===== config.mk =====
export PLATFORM = sky130hd
export DESIGN_NAME = argmax_layer_flat
export DESIGN_NICKNAME = d
export VERILOG_FILES = /design/src/rtl/argmax_layer_if.sv /design/src/rtl/argmax_layer.sv /design/src/flat_wrapper.sv
export SDC_FILE = /design/constraint.sdc
export NUM_CORES = 1
export LEC_CHECK = 0
export ABC_CLOCK_PERIOD_IN_PS = 16550
export BUFFER_PORTS_ARGS = -buffer_cell sky130_fd_sc_hd__buf_2
export CORE_ASPECT_RATIO = 0.5
export CORE_MARGIN = 4
export CORE_UTILIZATION = 55
export DETAILED_ROUTE_END_ITERATION = 8
export PLACE_DENSITY = 0.78
export REMOVE_ABC_BUFFERS = 1
export SYNTH_ARGS = -nofsm -noshare
export SYNTH_HDL_FRONTEND = slang
export SYNTH_SLANG_ARGS = --single-unit

===== constraint.sdc =====
create_clock -name clk_i -period 16.55 [get_ports clk_i]
set_input_delay 2.4825 -clock clk_i [delete_from_list [all_inputs] [get_ports clk_i]]
set_output_delay 2.4825 -clock clk_i [all_outputs]
set_load 0.03 [all_outputs]

===== src/rtl/argmax_layer_if.sv =====
// Score-vector in / classification-result out bundle for argmax_layer.
// Master drives the vector and consumes the result; slave is the classifier.
interface argmax_layer_if #(
  parameter int WORD_SIZE  = 16,
  parameter int INPUT_SIZE = 10
);
  localparam int INDEX_BITS = (INPUT_SIZE > 1) ? $clog2(INPUT_SIZE) : 1;

  logic                            valid_i;
  logic                            ready_o;
  logic [INPUT_SIZE*WORD_SIZE-1:0] data_i;
  logic                            mode_i;
  logic                            valid_o;
  logic                            yumi_i;
  logic [INDEX_BITS-1:0]           class_o;
  logic [WORD_SIZE-1:0]            score_o;
  logic [WORD_SIZE-1:0]            margin_o;

  modport master (
    output valid_i, data_i, mode_i, yumi_i,
    input  ready_o, valid_o, class_o, score_o, margin_o
  );

  modport slave (
    input  valid_i, data_i, mode_i, yumi_i,
    output ready_o, valid_o, class_o, score_o, margin_o
  );
endinterface


===== src/rtl/argmax_layer.sv =====
// Sequential argmax/argmin over a score vector, LANES candidates per cycle; result after 1+ceil((N-1)/LANES) cycles.
// Accepts only in IDLE (ready_o); result held with valid_o until yumi_i, then returns to IDLE.
module argmax_layer #(
  parameter int WORD_SIZE  = 16,
  parameter int INPUT_SIZE = 10,
  parameter int LANES      = 1
) (
  input  logic           clk_i,
  input  logic           reset_i,
  argmax_layer_if.slave  io
);
  localparam int INDEX_BITS = (INPUT_SIZE > 1) ? $clog2(INPUT_SIZE) : 1;
  localparam int PTR_BITS   = $clog2(INPUT_SIZE + LANES + 1);
  localparam logic signed [WORD_SIZE-1:0] MAX_V = {1'b0, {(WORD_SIZE-1){1'b1}}};
  localparam logic signed [WORD_SIZE-1:0] MIN_V = {1'b1, {(WORD_SIZE-1){1'b0}}};

  typedef enum logic [1:0] {IDLE, SCAN, DONE} state_t;

  state_t                        state;
  logic signed [WORD_SIZE-1:0]   elems [INPUT_SIZE];
  logic                          mode_r;
  logic signed [WORD_SIZE-1:0]   best;
  logic signed [WORD_SIZE-1:0]   second;
  logic [INDEX_BITS-1:0]         best_idx;
  logic [PTR_BITS-1:0]           ptr;
  logic                          ready_r;
  logic                          valid_r;
  logic [INDEX_BITS-1:0]         class_r;
  logic [WORD_SIZE-1:0]          score_r;
  logic [WORD_SIZE-1:0]          margin_r;

  logic signed [WORD_SIZE-1:0]   nb;
  logic signed [WORD_SIZE-1:0]   ns;
  logic [INDEX_BITS-1:0]         ni;
  logic signed [WORD_SIZE-1:0]   cand;
  logic [PTR_BITS-1:0]           cand_idx;
  logic [PTR_BITS-1:0]           ptr_next;
  logic [WORD_SIZE:0]            diff;
  logic [WORD_SIZE-1:0]          margin_n;

  function automatic logic better(input logic signed [WORD_SIZE-1:0] a,
                                  input logic signed [WORD_SIZE-1:0] b,
                                  input logic mn);
    return mn ? (a < b) : (a > b);
  endfunction

  // Lanes are chained in ascending index order so strict compares keep the lowest index on ties.
  always_comb begin
    nb       = best;
    ns       = second;
    ni       = best_idx;
    cand     = '0;
    cand_idx = '0;
    for (int l = 0; l < LANES; l++) begin
      cand_idx = ptr + PTR_BITS'(l);
      if (cand_idx < PTR_BITS'(INPUT_SIZE)) begin
        cand = elems[cand_idx[INDEX_BITS-1:0]];
        if (better(cand, nb, mode_r)) begin
          ns = nb;
          nb = cand;
          ni = cand_idx[INDEX_BITS-1:0];
        end else if (better(cand, ns, mode_r)) begin
          ns = cand;
        end
      end
    end
  end

  assign ptr_next = ptr + PTR_BITS'(LANES);

  // Difference is never negative; anything past the signed maximum clamps.
  always_comb begin
    diff = mode_r ? ({second[WORD_SIZE-1], second} - {best[WORD_SIZE-1], best})
                  : ({best[WORD_SIZE-1], best} - {second[WORD_SIZE-1], second});
    if (INPUT_SIZE == 1)
      margin_n = '0;
    else if (diff[WORD_SIZE] || diff[WORD_SIZE-1])
      margin_n = MAX_V;
    else
      margin_n = diff[WORD_SIZE-1:0];
  end

  always_ff @(posedge clk_i) begin
    if (reset_i) begin
      state    <= IDLE;
      for (int k = 0; k < INPUT_SIZE; k++) elems[k] <= '0;
      mode_r   <= 1'b0;
      best     <= '0;
      second   <= '0;
      best_idx <= '0;
      ptr      <= '0;
      ready_r  <= 1'b1;
      valid_r  <= 1'b0;
      class_r  <= '0;
      score_r  <= '0;
      margin_r <= '0;
    end else begin
      case (state)
        IDLE: begin
          if (io.valid_i) begin
            for (int k = 0; k < INPUT_SIZE; k++)
              elems[k] <= io.data_i[k*WORD_SIZE +: WORD_SIZE];
            mode_r   <= io.mode_i;
            best     <= io.data_i[WORD_SIZE-1:0];
            best_idx <= '0;
            second   <= io.mode_i ? MAX_V : MIN_V;
            ptr      <= PTR_BITS'(1);
            ready_r  <= 1'b0;
            state    <= (INPUT_SIZE == 1) ? DONE : SCAN;
          end
        end
        SCAN: begin
          best     <= nb;
          second   <= ns;
          best_idx <= ni;
          ptr      <= ptr_next;
          if (ptr_next >= PTR_BITS'(INPUT_SIZE))
            state <= DONE;
        end
        DONE: begin
          // First DONE cycle publishes the result; later cycles hold it until taken.
          if (!valid_r) begin
            class_r  <= best_idx;
            score_r  <= best;
            margin_r <= margin_n;
            valid_r  <= 1'b1;
          end else if (io.yumi_i) begin
            class_r  <= '0;
            score_r  <= '0;
            margin_r <= '0;
            valid_r  <= 1'b0;
            ready_r  <= 1'b1;
            state    <= IDLE;
          end
        end
        default: state <= IDLE;
      endcase
    end
  end

  assign io.ready_o  = ready_r;
  assign io.valid_o  = valid_r;
  assign io.class_o  = class_r;
  assign io.score_o  = score_r;
  assign io.margin_o = margin_r;
endmodule


===== src/flat_wrapper.sv =====
// flat-port wrapper written by rule: the top's interface ports become plain ports
module argmax_layer_flat 
#(
  parameter int WORD_SIZE  = 16,
  parameter int INPUT_SIZE = 10,
  parameter int LANES      = 1
)
  (clk_i, reset_i, io_valid_i, io_data_i, io_mode_i, io_yumi_i, io_ready_o, io_valid_o, io_class_o, io_score_o, io_margin_o);
  argmax_layer_if #(.WORD_SIZE(WORD_SIZE), .INPUT_SIZE(INPUT_SIZE)) io_i ();
  input  logic clk_i;
  input  logic reset_i;
  input wire logic [$bits(io_i.valid_i)-1:0] io_valid_i;
  input wire logic [$bits(io_i.data_i)-1:0] io_data_i;
  input wire logic [$bits(io_i.mode_i)-1:0] io_mode_i;
  input wire logic [$bits(io_i.yumi_i)-1:0] io_yumi_i;
  output wire logic [$bits(io_i.ready_o)-1:0] io_ready_o;
  output wire logic [$bits(io_i.valid_o)-1:0] io_valid_o;
  output wire logic [$bits(io_i.class_o)-1:0] io_class_o;
  output wire logic [$bits(io_i.score_o)-1:0] io_score_o;
  output wire logic [$bits(io_i.margin_o)-1:0] io_margin_o;
  assign io_i.valid_i = io_valid_i;
  assign io_i.data_i = io_data_i;
  assign io_i.mode_i = io_mode_i;
  assign io_i.yumi_i = io_yumi_i;
  assign io_ready_o = io_i.ready_o;
  assign io_valid_o = io_i.valid_o;
  assign io_class_o = io_i.class_o;
  assign io_score_o = io_i.score_o;
  assign io_margin_o = io_i.margin_o;
  argmax_layer #(.WORD_SIZE(WORD_SIZE), .INPUT_SIZE(INPUT_SIZE), .LANES(LANES)) u_core (.clk_i(clk_i), .reset_i(reset_i), .io(io_i));
endmodule

==> results of run 1 <==
## power groups by stage
| stage | clock network [uW] | registers [uW] | logic [uW] |
|---|---|---|---|
| after floorplan | 0 | 745 | 307 |
| after global placement | 0 | 743 | 406 |
| after detailed placement | 0 | 747 | 417 |
| after CTS | 540 | 734 | 418 |
| after global routing | 565 | 739 | 466 |
| final | 529 | 733 | 425 |
## through the flow
stage	std cells	hold slack (ps)	setup slack (ps)	util, %	total power [uW]
global placement	1602	438	11060	61.4	1150
floorplan	1082	440	1890	-	1050
finish	1644	448	11290	64.6	1690
global route	1644	470	10890	64.6	1770
CTS	1644	451	11290	64.6	1690
detailed placement	1602	441	10940	61.4	1160
## flip-flops by register name, indices dropped and copies added (netlist names), named ones only
name / count
u_core.best_idx: 4
u_core.best: 16
u_core.second: 16
u_core.elems: 160
u_core.io.class_o: 4
u_core.io.ready_o: 1
u_core.ptr: 4
u_core.io.score_o: 16
u_core.state: 2
u_core.io.valid_o: 1
u_core.mode_r: 1
u_core.io.margin_o: 16
## worst paths after layout
path	slack, ps	to
max	11290	u_core.best[15]
min	450	u_core.io.margin_o[10]
max reg2reg	11290	u_core.best[15]
min reg2reg	450	u_core.io.margin_o[10]
## cell families after synthesis
group	synth area share (%)
compound gates	13.7
xor+xnor	0.956
fa+ha+maj	6.75
buf+inv	3.66
flops	50.7
mux	7.69
simple gates	16.6
## Yosys cell counts (all sizes together) (8+ instances only)
| cell | n | area, sq um |
|---|---|---|
| a21oi | 63 | 319 |
| dfxtp | 85 | 1700 |
| nand2 | 68 | 255 |
| and2 | 162 | 1020 |
| a211oi | 28 | 210 |
| a22oi | 24 | 180 |
| mux2i | 21 | 218 |
| inv | 45 | 169 |
| nor2b | 25 | 156 |
| o211ai | 19 | 143 |
| nand4 | 9 | 56.3 |
| xnor2 | 9 | 78.8 |
| ha | 66 | 826 |
| a22o | 15 | 131 |
| clkbuf | 53 | 199 |
| buf | 18 | 101 |
| nand3 | 33 | 165 |
| edfxtp | 160 | 4800 |
| a311oi | 15 | 131 |
| nand2b | 12 | 75.1 |
| mux4 | 32 | 721 |
| nor2 | 65 | 251 |
| a21o | 8 | 60.1 |
| o21ai | 43 | 215 |
## critical path, delay by kind of cell (launching register included)
family	cells	cell delay, ps
mux	1	600
flops	1	970
compound gates	6	1560
fa+ha+maj	1	340
simple gates	4	1300
buf+inv	1	360
## final cells by class
type,count,area share (%)
Timing Repair Buffer,213,7.40
Multi-Input combinational cell,792,39.8
Tap cell,307,2.60
Inverter,45,1.14
Clock inverter,6,0.508
Clock buffer,36,4.50
Sequential cell,245,44.0
## metal layers
metal	vias up	share of wire, %
met1	4613	46
met3	48	5.9
met4	0	2.1
met2	319	46
li1	4557	-
met5	-	0
==> key figures, run 1 <==
Run status
  – Run status: completed

Worst hold path
  – Hold Path Depth: 2
  – Hold_sp: u_core.io.margin_o[10]
  – Worst Hold Class: flop to flop

Placement
  – IO buf count: 202
  – GPL Wtd Cong: 0.943
  – DP Area: 0.0140 sq mm
  – Post-DP HPWL: 22500 microns

Route
  – DR DRC count: 0
  – WL per Instance: 19.1 microns
  – DR iter-0 viols: 810
  – Antenna Nets Post-Route: 0
  – Vias: 9537
  – Routed vias/inst: 5.80
  – Drt total wl: 31300 microns
  – Pre-antenna DRT Iters: 6

Die
  – Initial Util: 56.1%
  – Die H: 116 microns
  – # IOs: 203
  – Std cell rows: 39
  – Core ar.: 0.0229 sq mm
  – Die W: 224 microns
  – Die area: 0.0260 sq mm

Critical path
  – Worst EP required: 17000 ps
  – Crit. End Element: flop
  – Slowest cell on the critical path: dfxtp_4
  – Critical path class: flop to flop
  – Max stage delay on crit path: 970 ps
  – CP Data Arrival Time: 5710 ps
  – CP Cell Sequence: mux4_2 > nor2b_1 > a211oi_1 > a21oi_1 > ha_1 > a211o_1 > a21oi_2 > and3_1 > nor4_1 > nor2_1 > a31oi_2 > buf_4 > a311oi_1
  – Worst Setup Start Kind: flop
  – Max Fanout on Critical Path: 48
  – Worst Reg-to-Reg Cells: 13

Global route
  – GR Util met1: 34.1%
  – Grt total ovfl: 0
  – Vias in the first global route: 9224
  – Gr usage total: 23.7%
  – Met3 GRT Util: 4.02%
  – First-pass GRT wire length: 49000 microns
  – Initial antenna violation count: 0
  – Busiest layer in global routing: met2
  – Pin count of the biggest net entering global routing: 161
  – Met2 Use GR: 38.1%

Synthesis
  – Yosys warns: 0
  – Top FF cell, synth: edfxtp_1
  – Netlist cell types: 72
  – Synthesis-stage register bit count: 245
  – Sequential share of the synthesized area: 50.7%
  – Synthesized netlist cell count: 1153
  – Post-synth EDFFs: 160
  – Syn avg cell area: 11.1 sq um
  – Synth async-reset ratio: 0%
  – Synthesized cell area: 0.0128 sq mm

Timing
  – Final Hold Viols: 0
  – Final period util: 31.8%
  – Rel. slew slack: 25.1%
  – Final Max Tran Viols: 0
  – Tmin final: 5260 ps
  – RSZ-0062 raised after global routing: false
  – Total negative slack: 0 ps
  – Fin Clk Skew: 13.9 ps
  – # setup viols final: 0
  – Least-Margin Pin Slew: 1120 ps
  – F_max: 0.190 GHz

Power and ir drop
  – Power share of the sequential group: 43.5%
  – Max IR drop VDD: 0.0000598 V
  – Pwr dens: 114 mW/mm^2
  – Switching pwr: 517 uW
  – Gate power share: 25.2%
  – Clk pwr share: 31.4%
  – Sw frac: 30.6%
  – Int Pwr: 1170 uW
  – Leakage: 0.00601 uW

Clocking
  – CTS Buf Count: 23
  – Clk slew on worst S/H paths: 70 ps
  – Max Root-Sink Buffers: 3
  – CTS Hold Buffers Added: 0
  – CTS tree: done
  – Worst-Skew Late Latency: 540 ps
  – Post-CTS sizing: 0
  – Sink Count: 245
  – Setup Fix Bufs, Post-CTS: 0
  – H-tree lvl count: 1
  – CTS root buf: clkbuf_16

Finish
  – Final nets: 1553
  – Multi-input gate area: 0.00589 sq mm
  – FILL cells: 1766
  – Share of layout cells above drive strength 1: 22.6%
  – Design area: 0.0148 sq mm
  – Area grow syn2layout: 15.2%
  – Commonest non-fill, non-tap cell in the layout: buf_2
  – Register area: 0.00651 sq mm
  – Commonest non-fill, non-tap cells in the layout: buf_2 (202), and2_1 (161), edfxtp_1 (160)
  – Ant diodes: 0

Flow run
  – Max Cap Viol: 0
Power figures use the tool's default switching activity.
==> run 2, diff against run 1 <==
- ABC_AREA: not set -> 1
- ABC_CLOCK_PERIOD_IN_PS: 16550 -> 5470
- PLACE_DENSITY: 0.78 -> 0.77
- clock period: 16.55 -> 5.47 ns (I/O delays scaled with it)
==> run 2 against run 1 <==
Compared with the run above:
- sequential cell count unchanged
- non-clock buffer count increased by 1
- count of clock-buffer cells in the layout decreased by 3
- combinational power increased to 6.1 times the previous value
- sequential power increased to 3.2 times the previous value
- via count increased by 21%
- largest cell class unchanged
- clock skew increased by 0.66 ps
- register-to-register slack got worse by 10000 ps
- worst hold slack got worse by 15 ps
- worst setup slack got worse by 10000 ps
==> key figures, run 2 <==
Run status
  – Run status: completed (unchanged)

Critical path
  – Max Fanout on Critical Path: 80 (was 48)
  – Worst Setup Start Kind: flop (unchanged)
  – Kind of cell adding the most delay to the critical path: simple AND/OR/NAND/NOR gates (was compound AO/OA/AOI/OAI gates)
  – Worst EP required: 5940 ps (was 17000 ps)
  – Slowest cell on the critical path: buf_4 (was dfxtp_4)
  – Max stage delay on crit path: 630 ps (was 970 ps)
  – Crit. End Element: flop (unchanged)
  – WP buf/inv: 1 (unchanged)
  – CP Data Arrival Time: 4790 ps (was 5710 ps)
  – CP most frequent cell: nand2_1
  – Critical path class: flop to flop (unchanged)
  – CP Cell Sequence: buf_4 > o21ai_0 > o221ai_1 > nand3_1 > o21ai_1 > ha_1 > nand2_1 > nand2_1 > nand2_1 > nand2_1 > nand2_1 > nand2_1 > nand2_2 > nand3_1 > nand3_2 > nand3_2 > nand2_4 > nand2_4 > nand2_4 > nor2_1 > nor2_1 (was mux4_2 > nor2b_1 > a211oi_1 > a21oi_1 > ha_1 > a211o_1 > a21oi_2 > and3_1 > nor4_1 > nor2_1 > a31oi_2 > buf_4 > a311oi_1)

Synthesis
  – Synthesized netlist cell count: 1647 (was 1153)
  – Syn avg cell area: 8.26 sq um (was 11.1 sq um)
  – Yosys warns: 0 (unchanged)
  – Yosys top cell area share: 35.3% (was 37.4%)
  – Synth cell count leaders: nor2_1 (327), inv_1 (239), nand2_1 (232) (was and2_1 (161), edfxtp_1 (160), dfxtp_1 (85))
  – Leading area contributor after synthesis: edfxtp_1 (unchanged)
  – Synth area leaders: edfxtp_1 (35%), dfxtp_1 (13%), nor2_1 (9.0%) (was edfxtp_1 (37%), dfxtp_1 (13%), and2_1 (7.8%))
  – Netlist cell types: 47 (was 72)
  – Most frequent cell after synthesis: nor2_1 (was and2_1)
  – Synth async-reset ratio: 0% (unchanged)
  – Synthesis-stage register bit count: 245 (unchanged)
  – Post-synth EDFFs: 160 (unchanged)
  – Top FF cell, synth: edfxtp_1 (unchanged)
  – Sequential share of the synthesized area: 47.9% (was 50.7%)
  – Synthesized cell area: 0.0136 sq mm (was 0.0128 sq mm)

Timing
  – Tmin final: 4320 ps (was 5260 ps)
  – Min Hold Slack: 433 ps (was 448 ps)
  – # setup viols final: 0 (unchanged)
  – Fin Clk Skew: 14.6 ps (was 13.9 ps)
  – Worst setup margin: 1150 ps (was 11290 ps)
  – Final period util: 79.0% (was 31.8%)
  – Final Max Tran Viols: 0 (unchanged)
  – RSZ-0062 raised after global routing: false (unchanged)
  – Final Hold Viols: 0 (unchanged)
  – F_max: 0.231 GHz (was 0.190 GHz)
  – Least-Margin Pin Slew: 898 ps (was 1120 ps)
  – Rel. slew slack: 40.0% (was 25.1%)

Route
  – Met3 routed WL: 2450 microns (was 1840 microns)
  – WL per Instance: 16.2 microns (was 19.1 microns)
  – DR top layer: met4 (unchanged)
  – DR iter-0 viols: 1032 (was 810)
  – Antenna Nets Post-Route: 0 (unchanged)
  – Met2 wire len: 15500 microns (was 14500 microns)
  – Vias: 11600 (was 9537)
  – DR DRC count: 0 (unchanged)
  – Drt total wl: 35000 microns (was 31300 microns)
  – Routed vias/inst: 5.35 (was 5.80)
  – Routed length on met1: 16100 microns (was 14400 microns)
  – Pre-antenna DRT Iters: 5 (was 6)

Clocking
  – Clk slew on worst S/H paths: 70 ps (about the same)
  – CTS tree: done (unchanged)
  – H-tree lvl count: 1 (unchanged)
  – CTS root buf: clkbuf_16 (unchanged)
  – Setup Fix Bufs, Post-CTS: 0 (unchanged)
  – Worst-Skew Late Latency: 540 ps (about the same)
  – Sink Count: 245 (unchanged)
  – CTS Buf Count: 23 (unchanged)
  – Post-CTS sizing: 0 (unchanged)
  – CTS Hold Buffers Added: 0 (unchanged)
  – Max Root-Sink Buffers: 3 (unchanged)

Global route
  – Vias in the first global route: 10800 (was 9224)
  – Gr usage total: 25.1% (was 23.7%)
  – Initial antenna violation count: 1 (was 0)
  – Pin count of the biggest net entering global routing: 82 (was 161)
  – Grt total ovfl: 0 (unchanged)
  – First-pass GRT wire length: 56000 microns (was 49000 microns)

Finish
  – Largest Register: u_core.elems (unchanged)
  – Share of layout cells above drive strength 1: 17.9% (was 22.6%)
  – Max FFs per register: 160 (unchanged)
  – Area grow syn2layout: 14.2% (was 15.2%)
  – Commonest non-fill, non-tap cells in the layout: nor2_1 (326), inv_1 (239), nand2_1 (230) (was buf_2 (202), and2_1 (161), edfxtp_1 (160))
  – Core Util, Final: 64.2% (was 64.6%)
  – Design area: 0.0155 sq mm (was 0.0148 sq mm)
  – Ant diodes: 0 (unchanged)
  – FILL cells: 2131 (was 1766)
  – Final nets: 2039 (was 1553)
  – Post-Layout Cell Count: 2159 (was 1644)
  – Commonest non-fill, non-tap cell in the layout: nor2_1 (was buf_2)

Placement
  – Post-DP HPWL: 25100 microns (was 22500 microns)
  – Placed insts: 2117 (was 1602)
  – GPL Wtd Cong: 0.929 (was 0.943)
  – IO buf count: 202 (unchanged)
  – DP Area: 0.0147 sq mm (was 0.0140 sq mm)
  – Setup slack at placement: 1300 ps (was 10940 ps)

Die
  – Std cell rows: 40 (was 39)
  – Core ar.: 0.0242 sq mm (was 0.0229 sq mm)
  – Die W: 230 microns (was 224 microns)
  – Die area: 0.0275 sq mm (was 0.0260 sq mm)
  – # IOs: 203 (unchanged)
  – Die H: 119 microns (was 116 microns)
  – Initial Util: 56.2% (was 56.1%)

Flow run
  – Max Cap Viol: 0 (unchanged)

Worst hold path
  – Worst Hold Class: flop to flop (unchanged)

Power and ir drop
  – Max IR drop VDD: 0.000224 V (was 0.0000598 V)
  – Pwr dens: 427 mW/mm^2 (was 114 mW/mm^2)
  – Leakage: 0.00726 uW (was 0.00601 uW)
run 2: changes by cell type in the layout (fill, tap and decap cells not counted), moves of 36 or more:
cell / previous run / this run
and2_1: 161 / 0
o21ai_0: 25 / 121
a21oi_1: 62 / 98
inv_1: 45 / 239
nand2_1: 68 / 230
nor2_1: 63 / 326
run 2: layer usage:
metal  global-route usage [%]  vias to the layer above
met5                        0                        -
met4                     7.43                        0
met3                     3.56                       65
met2                     38.7                      406
met1                     37.0                     5393
li1                         -                     5692
run 2: worst paths after layout:
kind	slack, ps	to	cells after the start	startpoint
setup / recovery	1150	u_core.second[1]	21	flop
hold / removal	430	u_core.io.margin_o[15]	2	u_core.io.margin_o[15]
setup reg to reg	1150	u_core.second[1]	21	flop
hold reg to reg	430	u_core.io.margin_o[15]	2	u_core.io.margin_o[15]
run 2: kinds of logic (layout without fill, tap and decap cells):
| family | Yosys count | count (layout) | synth area share, % |
|---|---|---|---|
| DFF | 245 | 245 | 47.9 |
| and+or+nand+nor | 666 | 666 | 20.3 |
| buffers and inverters | 324 | 500 | 9.75 |
| AOI/OAI and AO/OA | 325 | 325 | 14.5 |
| muxes | 4 | 4 | 0.294 |
| adders and majority gates | 68 | 68 | 6.37 |
| xor gates and xnor gates | 15 | 15 | 0.966 |
run 2: final cells by class:
class                           instances  area (sq um)  share of cell area (%)
Clock inverter                          9           148                   0.951
Clock buffer                           33           633                    4.08
Sequential cell                       245          6510                    41.9
Tap cell                              336           420                    2.71
Timing Repair Buffer                  214          1110                    7.17
Inverter                              244           916                    5.90
Multi-Input combinational cell       1078          5790                    37.3
run 2: report_power, final:
group | internal [uW] | switching (uW) | leakage (uW) | total (uW)
combinational | 849 | 1730 | 0.00446 | 2580
clock | 962 | 718 | 0.000383 | 1680
sequential | 2230 | 142 | 0.00242 | 2370
run 2: worst register-to-register path: stages, from the launching register on:
cell and delay, ps:
dfxtp_2 340, buf_4 630, o21ai_0 230, o221ai_1 310
nand3_1 110, o21ai_1 320, ha_1 350, nand2_1 70
nand2_1 40, nand2_1 50, nand2_1 40, nand2_1 60
nand2_1 70, nand2_2 90, nand3_1 170, nand3_2 140
nand3_2 90, nand2_4 450, nand2_4 260, nand2_4 270
nor2_1 70, nor2_1 90
run 2: metrics by stage:
step	TNS (ps)	power [uW]
final	0	6630
after CTS	0	6630
after floorplan	-5440	4290
after detailed placement	0	4940
after global routing	0	7110
after global placement	0	4900
